File: config.mk
export PLATFORM = sky130hd
export DESIGN_NAME = shift_chain_reader
export DESIGN_NICKNAME = d
export VERILOG_FILES = /design/src/rtl/shift_chain_pkg.sv /design/src/rtl/shift_chain_reader_deser.sv /design/src/rtl/shift_chain_reader.sv
export SDC_FILE = /design/constraint.sdc
export NUM_CORES = 1
export LEC_CHECK = 0
export ABC_AREA = 0
export CAP_MARGIN = 20
export CORE_MARGIN = 4
export CORE_UTILIZATION = 50
export CTS_CLUSTER_DIAMETER = 100
export DETAILED_ROUTE_END_ITERATION = 6
export PLACE_DENSITY = 0.74
export SYNTH_ARGS = -nofsm -noshare
export SYNTH_HDL_FRONTEND = slang
export SYNTH_SLANG_ARGS = --single-unit
File: constraint.sdc
create_clock -name clk -period 4.75 [get_ports clk]
set_input_delay 0.7125 -clock clk [delete_from_list [all_inputs] [get_ports clk]]
set_output_delay 0.7125 -clock clk [all_outputs]
set_load 0.01 [all_outputs]
File: src/rtl/shift_chain_pkg.sv
// ---------------------------------------------------------------------------
// shift_chain_pkg
//
// Shared definitions for the shift-chain readout controller and its
// deserialiser:
//   state_t            : controller states (IDLE / SHIFT / HOLD), 2-bit encoded
//   HEAD_FILL_DEFAULT  : value fed into the first cell's serial input; it
//                        matches the power-up value of the cells
//   cntWidth()         : width of the bit counter for a given chain length
// ---------------------------------------------------------------------------
package shift_chain_pkg;

  // Controller states. IDLE keeps the chain capturing, SHIFT clocks it out,
  // HOLD presents the finished word to the consumer.
  typedef enum logic [1:0] {
    ST_IDLE  = 2'd0,
    ST_SHIFT = 2'd1,
    ST_HOLD  = 2'd2
  } state_t;

  // Serial fill bit for cell 0; equal to the cell power-up value so the
  // chain refills with a known pattern while it is being shifted out.
  localparam logic HEAD_FILL_DEFAULT = 1'b1;

  // Counter width: enough to hold CHAIN_LEN-1, but never narrower than one
  // bit so that a single-cell chain still has a legal counter.
  function automatic int cntWidth(input int chainLen);
    int w;
    w = $clog2(chainLen);
    return (w < 1) ? 1 : w;
  endfunction

endpackage

File: src/rtl/shift_chain_reader_deser.sv
// ---------------------------------------------------------------------------
// shift_chain_deser
//
// Serial-in / parallel-out collector for the chain tail.
//
// Ports:
//   clk         : clock, rising edge
//   rst_n       : asynchronous active-low clear
//   i_shiftEn   : shift one serial bit in on this edge
//   i_serial    : serial input (the chain tail)
//   o_nextWord  : WIDTH-bit word formed by the bits already collected plus
//                 the bit currently on i_serial; on the last shift edge this
//                 is the complete word, so the owner can register it without
//                 spending an extra cycle
// ---------------------------------------------------------------------------
module shift_chain_deser
  import shift_chain_pkg::*;
#(
  parameter int WIDTH = 32
) (
  input  logic             clk,
  input  logic             rst_n,
  input  logic             i_shiftEn,
  input  logic             i_serial,
  output logic [WIDTH-1:0] o_nextWord
);

  generate
    if (WIDTH > 1) begin : g_multi
      // Only WIDTH-1 earlier samples need storage: the newest sample is
      // taken straight from i_serial when the word is assembled.
      logic [WIDTH-2:0] r_shreg;
      logic [WIDTH-1:0] w_nextWord;

      assign w_nextWord = {r_shreg, i_serial};
      assign o_nextWord = w_nextWord;

      // Earlier samples move towards the MSB, so the first bit out of the
      // chain ends up in bit WIDTH-1 once all WIDTH samples are in.
      always_ff @(posedge clk or negedge rst_n) begin
        if (!rst_n) begin
          r_shreg <= '0;
        end else if (i_shiftEn) begin
          r_shreg <= w_nextWord[WIDTH-2:0];
        end
      end
    end else begin : g_single
      // A single-cell chain needs no storage: the word is the tail itself.
      logic w_unused;

      assign w_unused   = &{1'b0, clk, rst_n, i_shiftEn};
      assign o_nextWord = i_serial;
    end
  endgenerate

endmodule

File: src/rtl/shift_chain_reader.sv
// ---------------------------------------------------------------------------
// shift_chain_reader
//
// Readout controller for a chain of single-bit shift cells. In IDLE the chain
// captures its parallel inputs every edge; a start request freezes that
// snapshot and the chain is clocked CHAIN_LEN times, collecting the tail into
// a parallel word that is then offered through a valid/ready handshake.
//
// Parameters:
//   CHAIN_LEN   : number of cells and width of the result word (1..256)
//   HEAD_FILL   : constant driven into the first cell's serial input
//
// Ports:
//   clk         : clock, rising edge
//   rst_n       : asynchronous active-low reset
//   start       : request one readout (acted on only in IDLE)
//   chain_shift : common shift select, 0 = capture, 1 = shift
//   chain_head  : serial input of cell 0
//   chain_tail  : registered output of the last cell
//   busy        : high while shifting or holding a word
//   rd_data     : captured word, bit k = cell k's snapshot value
//   rd_valid    : rd_data is valid
//   rd_ready    : consumer accepts rd_data
// ---------------------------------------------------------------------------
module shift_chain_reader
  import shift_chain_pkg::*;
#(
  parameter int   CHAIN_LEN = 32,
  parameter logic HEAD_FILL = HEAD_FILL_DEFAULT
) (
  input  logic                 clk,
  input  logic                 rst_n,
  input  logic                 start,
  output logic                 chain_shift,
  output logic                 chain_head,
  input  logic                 chain_tail,
  output logic                 busy,
  output logic [CHAIN_LEN-1:0] rd_data,
  output logic                 rd_valid,
  input  logic                 rd_ready
);

  localparam int              CNT_W    = cntWidth(CHAIN_LEN);
  localparam logic [CNT_W-1:0] LAST_CNT = CNT_W'(CHAIN_LEN - 1);

  state_t                 r_state;
  logic                   r_chainShift;
  logic                   r_busy;
  logic                   r_rdValid;
  logic [CHAIN_LEN-1:0]   r_rdData;
  logic [CNT_W-1:0]       r_bitCnt;

  logic                   w_shiftEn;
  logic [CHAIN_LEN-1:0]   w_nextWord;

  // The tail is only looked at while shifting, so an undefined tail during
  // capture or hold can never reach the collected word.
  assign w_shiftEn = (r_state == ST_SHIFT);

  shift_chain_deser #(
    .WIDTH (CHAIN_LEN)
  ) u_deser (
    .clk        (clk),
    .rst_n      (rst_n),
    .i_shiftEn  (w_shiftEn),
    .i_serial   (chain_tail),
    .o_nextWord (w_nextWord)
  );

  // Control FSM. chain_shift, busy and rd_valid are registered alongside the
  // state so that the chain select is glitch-free. The snapshot is the
  // capture at the start edge itself: chain_shift is still 0 on that edge and
  // only rises after it. The counter is not advanced on the exit edge, so it
  // never has to represent CHAIN_LEN and cannot wrap.
  always_ff @(posedge clk or negedge rst_n) begin
    if (!rst_n) begin
      r_state      <= ST_IDLE;
      r_chainShift <= 1'b0;
      r_busy       <= 1'b0;
      r_rdValid    <= 1'b0;
      r_rdData     <= '0;
      r_bitCnt     <= '0;
    end else begin
      case (r_state)
        ST_IDLE: begin
          if (start) begin
            r_state      <= ST_SHIFT;
            r_bitCnt     <= '0;
            r_chainShift <= 1'b1;
            r_busy       <= 1'b1;
          end
        end

        ST_SHIFT: begin
          if (r_bitCnt == LAST_CNT) begin
            r_rdData     <= w_nextWord;
            r_rdValid    <= 1'b1;
            r_chainShift <= 1'b0;
            r_state      <= ST_HOLD;
          end else begin
            r_bitCnt <= r_bitCnt + CNT_W'(1);
          end
        end

        ST_HOLD: begin
          // rd_data is untouched here, so it stays stable until accepted.
          if (rd_ready) begin
            r_rdValid <= 1'b0;
            r_busy    <= 1'b0;
            r_state   <= ST_IDLE;
          end
        end

        default: begin
          r_state      <= ST_IDLE;
          r_chainShift <= 1'b0;
          r_busy       <= 1'b0;
          r_rdValid    <= 1'b0;
        end
      endcase
    end
  end

  assign chain_shift = r_chainShift;
  assign chain_head  = HEAD_FILL;
  assign busy        = r_busy;
  assign rd_data     = r_rdData;
  assign rd_valid    = r_rdValid;

endmodule

==> results.cfg, run 1 <==
[run_status]
status = finished, final reports clean

[cells_and_area]
n_antenna_cell = 0
post-route-util_pct = 64.3
final_common_cell = dfrtp_1
nNetsFinal = 233
fillerInstances = 445
syn_to_final_growth_pct = 21.9
drive_gt1_share_pct = 36.4
final_cell_mix = 73 x dfrtp_1, 38 x clkdlybuf4s50_1, 35 x mux2_2, 29 x mux2_4, 11 x clkbuf_8

[setup_path]
reg2reg_depth = 3
end_kind = flop
critical_path_class = flop to flop
path_max_fanout = 35
regToRegStartpoint = r_state[0]
slowest_stage = nor2b_4
start_kind = flop
critPathTopFamily = simple AND/OR/NAND/NOR gates
worstPathArrival_ns = 2.65
cp.depth = 3
slowest_delay_ns = 0.82
critPathLaunch = r_state[0]
timing.critical_path.buf_inv = 0
crit_path_cell_trace = nor2b_4, nand2_4, mux2_4
crit_required_ns = 4.97
r2r_slack_ns = 2.32

[sta]
rsz0062_at_grt = false
drv_slew = 0
period_minus_slack_ns = 2.43
tns_ns = 0
fin_skew_ns = 0.00856
max_freq_mhz = 412
worst_pin_slew_ns = 0.938
slew-limit-headroom_pct = 37.3
min_period_over_period_pct = 51.1
setup_viol = 0
hold_violations = 0

[synth]
synth_cells = 184
avgSynthCellArea_um2 = 16.1
postSynthNetCount = 191
ys_ff_latch = 73
netlist-cell-type-count = 25
ys_seq_area_share_pct = 61.7
syn_area_mm2 = 0.00296
yosys_warnings = 0

[route]
dr.pass1.iters = 4
routed_wl_mm = 4.54
vias = 1511
wire_per_inst_um = 15.0
drtIter0Drc = 65
post-route-drc-count = 0
drtAntennaViolNets = 0
vias_per_cell = 4.99

[global_routing]
gr-usage-met2_pct = 20.0
met1_usage_pct = 20.4
grt_max_degree = 74
grt_first_pass_wirelength_mm = 8.07
globalRouteMet3Util_pct = 4.95
track_usage_pct = 14.5
antenna_found_initial = 0
grt_overflow = 0
top_usage_layer = met1
grt_pass1_vias = 1623

[clocking]
cts_made_buffers = 9
h-tree-depth = 3
cts_tree = built
cts_buffer_depth = 2
insertion_delay_ns = 0.34
cts_root_buf = clkbuf_8
post_cts_resized = 0
clk_pin_slew_ns = 0.08
postCtsHoldBufs = 0
clkSinkCount = 73
cts_setup_buffers = 0

[power]
p_switching_uw = 644
ir_drop_mv = 0.343
pwr-share-comb_pct = 31.5
power.density_mw_per_mm2 = 648
p_clk_share_pct = 23.2
internal_power_uw = 1690
swShare_pct = 27.6
seq_power_share_pct = 45.3
p_leak_uw = 0.00176

[placement]
hpwl_mm = 2.79
port-buffer-count = 39
gp_congestion = 0.741

[floorplanning]
start_util_pct = 52.8
die-area_mm2 = 0.00722
io_pins = 41
rows = 27
die_w_um = 84.9
core_mm2 = 0.00561
die_h_um = 84.9

[worst_hold_path]
min_from = u_deser.g_multi.r_shreg[30]
hold_class = flop to flop
hold_depth = 1

[run]
maxCapViolCount = 0
==> per-layer routing <==
metal,up-vias,part of all wire [%],wire (um)
li1,724,-,-
met1,751,48,2200
met2,27,45,2060
met3,9,4.1,185
met4,0,2.0,92
met5,-,0,0
==> through the flow <==
stage	power (uW)	hold slack (ns)	instance area [um2]	std cells	setup slack, ns
global route	2500	0.528	3610	303	2.06
finish	2340	0.506	3610	303	2.32
global placement	1790	0.493	3380	287	2.32
floorplan	1510	0.417	2960	184	3.04
detailed placement	1810	0.496	3380	287	2.29
CTS	2370	0.513	3610	303	2.27
==> state kept, by name, summed over array words and instances, names as in the netlist <==
name                     cells
r_state                      2
r_bitCnt                     5
chain_shift                  1
rd_valid                     1
rd_data                     32
u_deser.g_multi.r_shreg     31
busy                         1
==> power groups by stage <==
stage	clock [uW]	combinational, uW	sequential (uW)
2_1_floorplan	0	443	1070
3_3_place_gp	0	722	1070
3_5_place_dp	0	742	1070
4_1_cts	554	750	1060
5_1_grt	592	803	1100
6_report	543	736	1060
==> cell usage after synthesis, drive strengths merged <==
| library cell | n | area (um2) |
|---|---|---|
| o21bai | 1 | 7.51 |
| o21a | 1 | 7.51 |
| conb | 1 | 3.75 |
| nand2 | 7 | 33.8 |
| nor2b | 3 | 18.8 |
| a22o | 1 | 8.76 |
| ha | 2 | 25.0 |
| nand3 | 2 | 10.0 |
| mux2i | 2 | 20.0 |
| o21ai | 2 | 10.0 |
| nor2 | 2 | 7.51 |
| buf | 9 | 71.3 |
| a21oi | 2 | 10.0 |
| or3b | 1 | 8.76 |
| nand2b | 3 | 18.8 |
| mux2 | 64 | 830 |
| nand4b | 1 | 8.76 |
| and3 | 1 | 6.26 |
| dfrtp | 73 | 1830 |
| inv | 4 | 15.0 |
| o22ai | 2 | 12.5 |
==> layout make-up <==
cell class	count	area (um2)	area share, %
Inverter	4	15.0	0.416
Sequential cell	73	1830	50.6
Clock inverter	5	77.6	2.15
Tap cell	72	90.1	2.50
Clock buffer	11	151	4.20
Multi-Input combinational cell	98	1050	29.2
Timing Repair Buffer	40	393	10.9
==> worst register-to-register path: stages, from the launching register on <==
cell and delay [ns]:
dfrtp_1 0.48, nor2b_4 0.82, nand2_4 0.55, mux2_4 0.46
==> cells by family after synthesis <==
family	synth area share [%]
AOI/OAI and AO/OA	1.90
adders and majority gates	0.845
buffers and inverters	2.92
DFF	61.7
muxes	28.7
other	0.127
and+or+nand+nor	3.80
==> worst paths after layout <==
path / end
max reg2reg: rd_data[2]
min: rd_data[31]
min reg2reg: rd_data[31]
max: rd_data[2]
min in group asynchronous: rd_data[30]
max in group asynchronous: r_bitCnt[0]
Note: power is estimated with default switching activity, not from simulation.
==> inputs of run 2 (changes only) <==
--- a/config.mk
+++ b/config.mk
@@ -8,10 +8,10 @@
 export ABC_AREA = 0
 export CAP_MARGIN = 20
 export CORE_MARGIN = 4
-export CORE_UTILIZATION = 50
+export CORE_UTILIZATION = 49
 export CTS_CLUSTER_DIAMETER = 100
 export DETAILED_ROUTE_END_ITERATION = 6
-export PLACE_DENSITY = 0.74
+export PLACE_DENSITY = 0.76
 export SYNTH_ARGS = -nofsm -noshare
 export SYNTH_HDL_FRONTEND = slang
 export SYNTH_SLANG_ARGS = --single-unit
==> constraint.sdc (replaced) <==
create_clock -name clk -period 2.1 [get_ports clk]
set_input_delay 0.315 -clock clk [delete_from_list [all_inputs] [get_ports clk]]
set_output_delay 0.315 -clock clk [all_outputs]
set_load 0.01 [all_outputs]
==> run 2 against run 1 <==
Compared with the run above:
- setup slack got worse by 2.1 ns
- total power up 130%
- sequential power is 130% higher
- clock skew grew 0.0011 ns
- global-route usage is 0.95 points lower
- critical path depth increased by 3
- highest routed layer unchanged
- clock power grew to 2.6 times the previous value
- final cell count grew 2.0%
- sequential share of layout area fell by 1.1 points
- worst hold slack worse by 0.42 ns
- critical path type unchanged
- maximum frequency increased by 27%
==> results.cfg, run 2 (synthesized netlist as in run 1, its figures left out) <==
[run]
maxCapViolCount = 0

[global_routing]
antenna_found_initial = 0
grt_overflow = 0
grt_pass1_vias = 1528
grt_first_pass_wirelength_mm = 7.62
grt_max_degree = 74
track_usage_pct = 13.6

[cells_and_area]
fillerInstances = 456
syn_to_final_growth_pct = 24.7
stdcell_count = 309
nNetsFinal = 236
drive_gt1_share_pct = 36.8
fin_area_mm2 = 0.00369
largest_reg_flops = 32
n_antenna_cell = 0
final_cell_mix = 73 x dfrtp_1, 38 x clkdlybuf4s50_1, 35 x mux2_2, 29 x mux2_4, 9 x clkbuf_8
final_common_cell = dfrtp_1

[clocking]
cts_made_buffers = 9
cts_buffer_depth = 2
clkSinkCount = 73
cts_setup_buffers = 0
post_cts_resized = 0
cts_root_buf = clkbuf_8
cts_tree = built
postCtsHoldBufs = 0
insertion_delay_ns = 0.34
h-tree-depth = 3
clk_pin_slew_ns = 0.07

[route]
routed_wl_mm = 4.47
vias_per_cell = 5.01
dr.pass1.iters = 4
drtIter0Drc = 73
drtAntennaViolNets = 0
wire_per_inst_um = 14.5
post-route-drc-count = 0
vias = 1549

[power]
power_uw = 5460
power.density_mw_per_mm2 = 1480
ir_drop_mv = 0.793
p_leak_uw = 0.00180

[floorplanning]
rows = 28
die_w_um = 85.7
io_pins = 41
die_h_um = 85.7
start_util_pct = 50.3
die-area_mm2 = 0.00735
core_mm2 = 0.00589

[placement]
port-buffer-count = 39
placed_area_mm2 = 0.00343
dp_cells = 293
hpwl_mm = 2.91
post-place-ws_ns = 0.193
gp_congestion = 0.802

[setup_path]
r2r-end = rd_data[18]
r2r_slack_ns = 0.19
worstPathArrival_ns = 2.13
end_kind = flop
reg2reg_depth = 6
critical_path_class = flop to flop
start_kind = flop
crit_required_ns = 2.32
path_max_fanout = 15
regToRegStartpoint = r_bitCnt[0]

[sta]
tns_ns = 0
drv_slew = 0
worst_pin_slew_ns = 0.878
hold_violations = 0
period_minus_slack_ns = 1.91
finalWorstSetupSlack_ns = 0.192
rsz0062_at_grt = false
min_period_over_period_pct = 90.9
slew-limit-headroom_pct = 41.5
max_freq_mhz = 524
fin_skew_ns = 0.00965
setup_viol = 0

[worst_hold_path]
hold_class = input pin to asynchronous set/reset pin

[run_status]
status = finished, final reports clean
run 2: changes by cell type in the layout (fill, tap and decap cells not counted):
cell        delta
bufinv_16      +2
buf_4          +2
buf_2          -1
clkbuf_1       +1
buf_12         +2
clkbuf_8       -2
clkinvlp_4     -1
run 2: final cells by class:
cell class	instances	area [um2]	share of cell area, %
well taps	75	93.8	2.54
inverters	4	15.0	0.407
clock buffers	10	128	3.46
clock inverters	6	130	3.53
flip-flops and latches	73	1830	49.5
repair buffers	43	443	12.0
multi-input cells	98	1050	28.6
run 2: power by group:
part | switching, uW | total [uW] | leakage, uW | internal, uW
clock | 496 | 1400 | 0.000130 | 906
sequential | 397 | 2390 | 0.000922 | 1990
combinational | 548 | 1670 | 0.000744 | 1120
run 2: per-layer routing:
metal	up-vias	track usage, %	wire (um)
li1	729	-	-
met1	772	20.0	2150
met2	41	18.3	2030
met3	7	4.42	221
met4	0	6.04	68
met5	-	0	0
run 2: worst max-delay path by stage:
stage | start | endpoint | cells past startpoint
final | r_bitCnt[0] | rd_data[18] | 6
after global routing | r_bitCnt[0] | rd_data[18] | 6
after CTS | r_bitCnt[0] | rd_data[26] | 6
after detailed placement | r_bitCnt[0] | rd_data[18] | 6
after global placement | r_bitCnt[0] | rd_data[15] | 6
after floorplan | r_bitCnt[0] | r_bitCnt[2] | 6
run 2: through the flow:
stage / hold slack [ns] / util (%)
floorplan: 0.0194 / -
global placement: 0.487 / 58.3
detailed placement: 0.495 / 58.3
CTS: 0.126 / 62.7
global route: 0.182 / 62.7
finish: 0.0821 / 62.7
run 2: critical path, cell delays in order, from the launching register on:
cell and delay [ns]:
dfrtp_1 0.41, ha_1 0.21, and3_1 0.15, ha_1 0.28, nand2_4 0.22, buf_12 0.20
mux2_4 0.31
==> inputs of run 3 (changes only) <==
--- a/config.mk
+++ b/config.mk
@@ -11,7 +11,10 @@
 export CORE_UTILIZATION = 49
 export CTS_CLUSTER_DIAMETER = 100
 export DETAILED_ROUTE_END_ITERATION = 6
+export HOLD_SLACK_MARGIN = 0.06
+export MAX_ROUTING_LAYER = met4
 export PLACE_DENSITY = 0.76
+export SLEW_MARGIN = 0
 export SYNTH_ARGS = -nofsm -noshare
 export SYNTH_HDL_FRONTEND = slang
 export SYNTH_SLANG_ARGS = --single-unit
==> run 3 against run 2 <==
Compared with the run above:
- core utilization stayed put
- sequential share of layout area stayed put
- setup slack worse by 0.0076 ns
- via count is 0.39% lower
- clock power hardly changed
- critical path depth stayed put
- final cell count stayed put
- critical path type unchanged
==> results.cfg, run 3 (synthesized netlist as in run 1, its figures left out) <==
[run_status]
status = finished, final reports clean

[sta]
slew-limit-headroom_pct = 41.3
tns_ns = 0
setup_viol = 0
worst_pin_slew_ns = 0.881
period_minus_slack_ns = 1.92
min_period_over_period_pct = 91.2
fin_skew_ns = 0.00908
hold_violations = 0
drv_slew = 0
hold_slack_ns = 0.0963
rsz0062_at_grt = false
max_freq_mhz = 522

[setup_path]
r2r-end = rd_data[18]
crit_required_ns = 2.32
end_kind = flop
start_kind = flop
r2r_slack_ns = 0.18
regToRegStartpoint = r_bitCnt[0]
worstPathArrival_ns = 2.13
path_max_fanout = 15
reg2reg_depth = 6
critical_path_class = flop to flop

[clocking]
insertion_delay_ns = 0.34
cts_root_buf = clkbuf_8
h-tree-depth = 3
post_cts_resized = 0
cts_buffer_depth = 2
cts_setup_buffers = 0
clkSinkCount = 73
postCtsHoldBufs = 0
cts_tree = built
clk_pin_slew_ns = 0.07
cts_made_buffers = 9

[global_routing]
track_usage_pct = 14.0
grt_overflow = 0
grt_max_degree = 74
grt_first_pass_wirelength_mm = 7.60
antenna_found_initial = 0
grt_pass1_vias = 1528

[worst_hold_path]
hold_class = input pin to asynchronous set/reset pin

[route]
routed_wl_mm = 4.50
wire_per_inst_um = 14.6
vias = 1543
drtAntennaViolNets = 0
vias_per_cell = 4.99
drtIter0Drc = 69
dr.pass1.iters = 6
post-route-drc-count = 0

[cells_and_area]
fillerInstances = 456
largest_reg_flops = 32
drive_gt1_share_pct = 36.8
post-route-util_pct = 62.7
n_antenna_cell = 0
final_cell_mix = 73 x dfrtp_1, 38 x clkdlybuf4s50_1, 35 x mux2_2, 29 x mux2_4, 9 x clkbuf_8
final_common_cell = dfrtp_1
nNetsFinal = 236
syn_to_final_growth_pct = 24.7

[power]
p_leak_uw = 0.00180
power_uw = 5470
power.density_mw_per_mm2 = 1480
ir_drop_mv = 0.798

[placement]
gp_congestion = 0.814
hpwl_mm = 2.91
port-buffer-count = 39

[floorplanning]
core_mm2 = 0.00589
start_util_pct = 50.3
die_h_um = 85.7
io_pins = 41
rows = 28
die_w_um = 85.7
die-area_mm2 = 0.00735

[run]
maxCapViolCount = 0
## run 3: cell counts in the layout (fill, tap and decap cells not counted)
Identical to the previous run, type by type.
## run 3: final cells by class
type,instances,area [um2],share of cell area (%)
Tap cell,75,93.8,2.54
Sequential cell,73,1830,49.5
Inverter,4,15.0,0.407
Timing Repair Buffer,43,443,12.0
Multi-Input combinational cell,98,1050,28.6
Clock buffer,10,128,3.46
Clock inverter,6,130,3.53
## run 3: critical path, stage by stage, from the launching register on
cell,delay [ns]
dfrtp_1,0.41
ha_1,0.21
and3_1,0.15
ha_1,0.28
nand2_4,0.22
buf_12,0.20
mux2_4,0.31
## run 3: per-layer routing
metal	up-vias	GRT usage (%)	share of wire, %
met1	773	20.0	49
met5	-	-	0
met4	0	6.04	0.80
met2	38	18.3	45
li1	728	-	-
met3	4	4.42	4.5
## run 3: where the power goes
part	leakage, uW	switching [uW]	internal [uW]
Clock	0.000130	499	906
Combinational	0.000744	549	1120
Sequential	0.000922	397	1990
Total	0.00180	1450	4020
## run 3: worst max path at each step
stage | start | to | slack, ns | cells past startpoint
floorplan | r_bitCnt[0] | r_bitCnt[2] | 0.39 | 6
global placement | r_bitCnt[0] | rd_data[15] | 0.25 | 6
detailed placement | r_bitCnt[0] | rd_data[18] | 0.19 | 6
CTS | r_bitCnt[0] | rd_data[26] | 0.17 | 6
global route | r_bitCnt[0] | rd_data[18] | 0.09 | 6
finish | r_bitCnt[0] | rd_data[18] | 0.18 | 6
## run 3: through the flow
stage               setup slack [ns]  instances  area [um2]
CTS                            0.169        309        3690
floorplan                      0.387        184        2960
detailed placement             0.193        293        3430
finish                         0.185        309        3690
global route                  0.0938        309        3690
global placement               0.248        293        3430
